<file path="config.mk">
export PLATFORM = sky130hd
export DESIGN_NAME = sound_arbiter
export DESIGN_NICKNAME = d
export VERILOG_FILES = /design/src/rtl/sound_arbiter.sv
export SDC_FILE = /design/constraint.sdc
export NUM_CORES = 1
export LEC_CHECK = 0
export ABC_CLOCK_PERIOD_IN_PS = 3400
export CAP_MARGIN = 20
export CORE_AREA = 8 8 69 71
export CTS_CLUSTER_DIAMETER = 30
export DETAILED_ROUTE_END_ITERATION = 8
export DIE_AREA = 0 0 77 79
export MAX_ROUTING_LAYER = met4
export PLACE_DENSITY = 0.81
export REMOVE_ABC_BUFFERS = 1
export SYNTH_ARGS = -nofsm -noshare
export SYNTH_HDL_FRONTEND = slang
export SYNTH_SLANG_ARGS = --single-unit
</file>
<file path="constraint.sdc">
create_clock -name clk -period 3.4 [get_ports clk]
set_input_delay 0.68 -clock clk [delete_from_list [all_inputs] [get_ports clk]]
set_output_delay 0.68 -clock clk [all_outputs]
set_load 0.005 [all_outputs]
</file>
<file path="src/rtl/sound_arbiter.sv">
// Arbitrates the single tone generator between live keys, record playback and song
// autoplay; tracks each granted tone to completion, preemption or ack timeout.
module sound_arbiter #(
  parameter int OCT_W       = 3,
  parameter int NOTE_W      = 3,
  parameter int LEN_W       = 3,
  parameter int ACK_TIMEOUT = 1023,
  parameter int PREEMPT     = 1
) (
  input  logic                          clk,
  input  logic                          rst,
  input  logic [2:0]                    req,
  input  logic [OCT_W+NOTE_W+LEN_W-1:0] live_op,
  input  logic [OCT_W+NOTE_W+LEN_W-1:0] rec_op,
  input  logic [OCT_W+NOTE_W+LEN_W-1:0] song_op,
  input  logic                          snd_over,
  output logic                          snd_en,
  output logic [OCT_W-1:0]              snd_octave,
  output logic [NOTE_W-1:0]             snd_note,
  output logic [LEN_W-1:0]              snd_length,
  output logic [2:0]                    grant,
  output logic [2:0]                    done,
  output logic [2:0]                    aborted,
  output logic                          timeout_err
);

  localparam int OP_W  = OCT_W + NOTE_W + LEN_W;
  localparam int CNT_W = $clog2(ACK_TIMEOUT + 1);

  typedef enum logic [2:0] {IDLE, LAUNCH, PLAY, DONE, ABORT} state_t;

  state_t           state;
  logic [CNT_W-1:0] ack_cnt;
  logic [OP_W-1:0]  win_op;
  logic [2:0]       winner;
  logic             preempt;

  // Fixed priority: live > record > song.
  function automatic logic [2:0] pick_winner(input logic [2:0] r);
    if (r[0])      return 3'b001;
    else if (r[1]) return 3'b010;
    else if (r[2]) return 3'b100;
    else           return 3'b000;
  endfunction

  always_comb begin
    winner = pick_winner(req);
    win_op = '0;
    case (winner)
      3'b001:  win_op = live_op;
      3'b010:  win_op = rec_op;
      3'b100:  win_op = song_op;
      default: win_op = '0;
    endcase
  end

  // Only a song tone can be cut short, and only by a live key.
  assign preempt = (PREEMPT != 0) && req[0] && grant[2];

  always_ff @(posedge clk or posedge rst) begin
    if (rst) begin
      state       <= IDLE;
      ack_cnt     <= '0;
      snd_en      <= 1'b0;
      snd_octave  <= '0;
      snd_note    <= '0;
      snd_length  <= '0;
      grant       <= '0;
      done        <= '0;
      aborted     <= '0;
      timeout_err <= 1'b0;
    end else begin
      done    <= '0;
      aborted <= '0;
      case (state)
        IDLE: begin
          if (req != 3'b000) begin
            grant                              <= winner;
            {snd_octave, snd_note, snd_length} <= win_op;
            ack_cnt                            <= '0;
            state                              <= LAUNCH;
          end
        end
        LAUNCH: begin
          if (preempt) begin
            snd_en  <= 1'b0;
            aborted <= grant;
            state   <= ABORT;
          end else if (!snd_over) begin
            snd_en  <= 1'b1;
            ack_cnt <= '0;
            state   <= PLAY;
          end else if (ack_cnt == CNT_W'(ACK_TIMEOUT)) begin
            snd_en      <= 1'b0;
            aborted     <= grant;
            timeout_err <= 1'b1;
            state       <= ABORT;
          end else begin
            snd_en  <= 1'b1;
            ack_cnt <= ack_cnt + CNT_W'(1);
          end
        end
        PLAY: begin
          if (preempt) begin
            snd_en  <= 1'b0;
            aborted <= grant;
            state   <= ABORT;
          end else if (snd_over) begin
            snd_en <= 1'b0;
            done   <= grant;
            state  <= DONE;
          end
        end
        DONE, ABORT: begin
          grant                              <= '0;
          {snd_octave, snd_note, snd_length} <= '0;
          state                              <= IDLE;
        end
        default: state <= IDLE;
      endcase
    end
  end

endmodule
</file>
==> results.toml, run 1 <==
[run_status]
status = "finished clean"

[synthesis]
synth_seq_cells = 33
synth_top_area_share = 0.474
syn_area_sq_um = 1740
synthDistinctLibCells = 48
netlist_top_cells_area = "dfrtp_1 47%, o21ai_0 5.2%, a22o_1 5.0%"
synth.avg_cell_area_sq_um = 10.1
synth.most_common_cell = "dfrtp_1"
synth_top_flop_cell = "dfrtp_1"
synth_edf_count = 0
yosys_warnings = 0
yosysTopAreaCell = "dfrtp_1"
async_flop_share = 1.00
ys_seq_area_frac = 0.474
synthCells = 172
synth_common_cells = "33 x dfrtp_1, 21 x nand2_1, 18 x o21ai_0"

[global_route]
grt_pass1_wl_um = 7160
track_usage = 0.146
gr-total-overflow = 0
grt_pass1_vias = 1514
grt_max_degree = 34
antenna_found_initial = 0

[floorplanning]
start_util = 0.459
dieHeight_um = 79
std_cell_rows = 23
io_pins = 53
die_w_um = 77
dieArea_sq_um = 6080
core_area_sq_um = 3800

[worst_setup_path]
path_cells = "clkdlybuf4s50_1 -> or3_1 -> a22oi_2 -> or2_4 -> o211ai_1"
rr_endpoint = "ack_cnt[4]"
crit_path_max_incr_delay_ns = 0.63
crit_fanout = 13
arrival_ns = 2.42
start_kind = "primary input"
crit_path_end_kind = "flip-flop"
r2r-start = "ack_cnt[0]"
r2r_slack_ns = 1.57
worstSetupPathType = "in -> reg"
r2r_cells = 5
crit_slowest_cell = "clkdlybuf4s50_1"
critPathRequiredTime_ns = 3.56

[cts]
clockBufferDepth = 2
post_cts_buffers = 0
cts_buffers = 5
cts_tree = "done"
clockRootBuffer = "clkbuf_8"
hold_buffers = 0
cts.htree.levels = 2
cts_resized = 0
cts_sinks = 33
clk_pin_slew_worst_paths_ns = 0.07
insertion_delay_ns = 0.28

[cells_and_area]
nets = 258
final_cells = 275
syn_to_final_growth_pct = 36.5
antennaDiodeCount = 0
final_layout_size_suffix_gt1_frac = 0.0978
n_fill_cell = 347

[place]
pre_cts_ws_ns = 0.848
gp_congestion = 0.848
dp_cells = 267
port-buffer-count = 52
post-dp-hpwl_um = 3160

[drt]
drt_drc_violations_left = 0
drt-total-wl_um = 4070
vias = 1496
ant_nets = 0
wl_per_cell_um = 14.8
dr.first_iter.drc_count = 111
via_per_inst = 5.44
dr.pass1.iters = 5

[sta]
slew_headroom = 0.558
period_minus_slack_ns = 2.27
hold_viol = 0
worst_slack_ns = 1.13
holdWs_ns = 0.453
final-setup-viol-count = 0
finClkSkew_ns = 0.00718
rsz0062_at_grt = "false"
fmax_ghz = 0.441
finalSetupTns_ns = 0
tightestPinTransition_ns = 0.662
slew_viol_final = 0
timing.final.crit_share = 0.667

[power_and_ir_drop]
p_total_w = 0.00144
leakagePower_nw = 1.01
power_density_nw_per_um2 = 607
irDropWorstVdd_mv = 0.353

[hold_path]
worstHoldPathCells = 1
hp-class = "reg -> reg"
min_from = "timeout_err"
min_to = "timeout_err"

[job]
cap_violations = 0
cells by family (layout without fill, tap and decap cells):
family                     Yosys count  count (layout)  share of synthesized area
buffers and inverters               13              66                     0.0366
DFF                                 33              33                      0.474
adders and majority gates            1               1                    0.00718
and+or+nand+nor                     63              63                      0.228
AOI/OAI and AO/OA                   60              60                      0.245
xor gates and xnor gates             2               2                     0.0101
layout by cell type (no fill, tap or decap), drive strengths merged, types with 2 or more instances in the layout:
master and n:
a21o 3, or3 4, and2 6, clkdlybuf4s50 52, a21oi 3, nor2 4, clkinv 2, nand2b 3
inv 4, nand4 2, dfrtp 33, o21ai 18, o211ai 2, buf 2, nor3 4, nor4 4
a22o 10, o22ai 2, nor2b 2, a211o 2, nand2 22, o21a 2, o2bb2ai 2, nand3 4
a22oi 11, clkbuf 5, nor3b 2
metrics by stage:
step	utilization	area (sq um)
final	0.626	2380
after global routing	0.626	2380
after CTS	0.626	2380
after detailed placement	0.603	2290
after global placement	0.603	2290
after floorplan	-	1690
worst max-delay path: cells and delay by family:
kind | cells | cell delay, ns
AO/OA/AOI/OAI | 2 | 0.40
buffers and inverters | 1 | 0.63
AND/OR/NAND/NOR | 2 | 0.70
where the power goes:
part	total, W	switching, W	leakage [nW]	internal [W]
Sequential	0.000576	0.0000944	0.440	0.000482
Combinational	0.000587	0.000260	0.523	0.000328
Clock	0.000281	0.000140	0.0439	0.000141
Total	0.00144	0.000494	1.01	0.000950
registers in the layout, summed over array words and instances (netlist names):
signal and count:
ack_cnt 10, aborted 3, done 3, grant 3, snd_length 3, snd_note 3
snd_octave 3, state 3, snd_en 1, timeout_err 1
area by class of cell:
type                    instances  area (sq um)  area share
clock inverters                 3          17.5     0.00736
multi-input cells             126           853       0.359
inverters                       4          15.0     0.00631
repair buffers                 54           536       0.225
clock buffers                   5          68.8      0.0289
well taps                      50          62.6      0.0263
flip-flops and latches         33           826       0.347
layer usage:
layer	vias to the layer above	GRT usage	share of wire	wire length, um
met5	-	-	0	0
met4	0	0.0774	0.022	90
met3	9	0.0350	0.048	194
met2	47	0.230	0.48	1930
met1	699	0.171	0.45	1850
li1	741	-	-	-
how the worst max path moves through the flow:
stage / startpoint / endpoint / slack [ns] / cells past startpoint
6_report: req[1] / ack_cnt[4] / 1.13 / 5
5_1_grt: req[1] / snd_length[1] / 0.95 / 5
4_1_cts: req[1] / snd_octave[0] / 1.14 / 5
3_5_place_dp: req[1] / snd_octave[0] / 0.85 / 5
3_3_place_gp: req[1] / ack_cnt[4] / 0.90 / 5
2_1_floorplan: req[0] / ack_cnt[4] / 1.68 / 4
(Power assumes the default switching activity.)
==> inputs of run 2 (changes only) <==
==> config.mk (replaced) <==
export PLATFORM = sky130hd
export DESIGN_NAME = sound_arbiter
export DESIGN_NICKNAME = d
export VERILOG_FILES = /design/src/rtl/sound_arbiter.sv
export SDC_FILE = /design/constraint.sdc
export NUM_CORES = 1
export LEC_CHECK = 0
export ABC_CLOCK_PERIOD_IN_PS = 2100
export CAP_MARGIN = 20
export CORE_AREA = 8 8 71 73
export CTS_CLUSTER_DIAMETER = 30
export DETAILED_ROUTE_END_ITERATION = 8
export DIE_AREA = 0 0 79 81
export MAX_ROUTING_LAYER = met4
export PLACE_DENSITY = 0.77
export REMOVE_ABC_BUFFERS = 1
export SYNTH_ARGS = -nofsm -noshare
export SYNTH_HDL_FRONTEND = slang
export SYNTH_SLANG_ARGS = --single-unit
==> constraint.sdc (replaced) <==
create_clock -name clk -period 2.1 [get_ports clk]
set_input_delay 0.42 -clock clk [delete_from_list [all_inputs] [get_ports clk]]
set_output_delay 0.42 -clock clk [all_outputs]
set_load 0.005 [all_outputs]
==> run 2 against run 1 <==
Effect of this change:
- first-iteration DRC count fell by 9.0%
- clock power rose to 2.5 times the previous value
- sequential share of layout area fell by 1.9 points
- clock skew about the same
- clock-buffer cell count unchanged
- final cell count increased by 4.4%
- critical endpoint is now ack_cnt[3]
==> results.toml, run 2 (synthesis results as in run 1) <==
[place]
gp_congestion = 0.838
port-buffer-count = 52
dp_cells = 279
post-dp-hpwl_um = 3230

[sta]
period_minus_slack_ns = 1.79
finClkSkew_ns = 0.00746
rsz0062_at_grt = "false"
holdWs_ns = 0.458
tightestPinTransition_ns = 0.456
timing.final.crit_share = 0.854
finalSetupTns_ns = 0
hold_viol = 0
slew_viol_final = 0
slew_headroom = 0.694
fmax_ghz = 0.558
final-setup-viol-count = 0

[power_and_ir_drop]
p_total_w = 0.00269
power_density_nw_per_um2 = 1070
leakagePower_nw = 1.09
irDropWorstVdd_mv = 0.562

[floorplanning]
dieArea_sq_um = 6400
io_pins = 53
die_w_um = 79
start_util = 0.445
std_cell_rows = 23
dieHeight_um = 81
core_area_sq_um = 3910

[global_route]
grt.busiest_layer = "met2"
grt_pass1_vias = 1668
use_met3 = 0.0386
use_met2 = 0.234
track_usage = 0.151
grt_max_degree = 34
gr-total-overflow = 0
antenna_found_initial = 0
grt_pass1_wl_um = 7510
grtUsageMet1 = 0.180

[hold_path]
hp-class = "reg -> reg"
worstHoldPathCells = 1
min_from = "timeout_err"
min_to = "timeout_err"

[cells_and_area]
final_layout_size_suffix_gt1_frac = 0.143
final_cell_mix = "52 x clkdlybuf4s50_1, 33 x dfrtp_1, 21 x nand2_1"
final_cells = 287
largest_reg_flops = 10
syn_to_final_growth_pct = 44.4
nets = 270
final_common_cell = "clkdlybuf4s50_1"
largest_register = "ack_cnt"
antennaDiodeCount = 0
post-route-util = 0.643

[cts]
hold_buffers = 0
cts_tree = "done"
clockBufferDepth = 2
clk_pin_slew_worst_paths_ns = 0.06
cts_buffers = 5
cts_sinks = 33
post_cts_buffers = 0
cts.htree.levels = 2
cts_resized = 0
insertion_delay_ns = 0.29
clockRootBuffer = "clkbuf_8"

[worst_setup_path]
r2r_cells = 5
rr_endpoint = "ack_cnt[3]"
r2r_slack_ns = 0.31
start_kind = "flip-flop"
critPathRequiredTime_ns = 2.29
arrival_ns = 1.99
crit_fanout = 8
crit_path_end_kind = "flip-flop"
worstSetupPathType = "reg -> reg"
r2r-start = "ack_cnt[0]"

[run_status]
status = "finished clean"

[drt]
vias = 1554
dr.first_iter.drc_count = 101
via_per_inst = 5.41
ant_nets = 0
drt_drc_violations_left = 0
wl_per_cell_um = 15.1
drt-total-wl_um = 4330
dr.pass1.iters = 4

[job]
cap_violations = 0
[run 2: critical path: stages (launching register included)]
cell and delay, ns:
dfrtp_1 0.41, ha_1 0.28, nand3_4 0.14, nor4_4 0.50
or2_4 0.24, o2bb2ai_1 0.14
[run 2: how the worst max path moves through the flow]
| stage | start | cells after the start | to | slack, ns |
|---|---|---|---|---|
| floorplan | ack_cnt[0] | 5 | ack_cnt[4] | 0.52 |
| global placement | req[0] | 4 | grant[0] | 0.11 |
| detailed placement | req[0] | 4 | grant[0] | 0.08 |
| CTS | ack_cnt[1] | 5 | ack_cnt[3] | 0.32 |
| global route | ack_cnt[0] | 6 | ack_cnt[5] | 0.16 |
| finish | ack_cnt[0] | 5 | ack_cnt[3] | 0.31 |
[run 2: cell type report]
class,count,area [sq um]
inverter,4,15.0
fill,319,1400
timing repair buffer,66,626
clock buffer,5,68.8
clock inverter,3,65.1
multi-input combinational,126,853
sequential,33,826
tap,50,62.6
[run 2: layer usage]
layer,share of wire,vias to the layer above
met2,0.47,53
met3,0.059,6
met5,0,-
met1,0.45,727
li1,-,768
met4,0.019,0
[run 2: per-stage QoR]
stage               instance area, sq um  worst slack, ns
floorplan                           1690            0.515
global placement                    2380            0.111
detailed placement                  2380           0.0783
CTS                                 2520            0.317
global route                        2520            0.165
finish                              2520            0.307
[run 2: report_power, final]
group / switching (W) / internal, W
Clock: 0.000242 / 0.000471
Combinational: 0.000444 / 0.000602
Sequential: 0.000154 / 0.000780
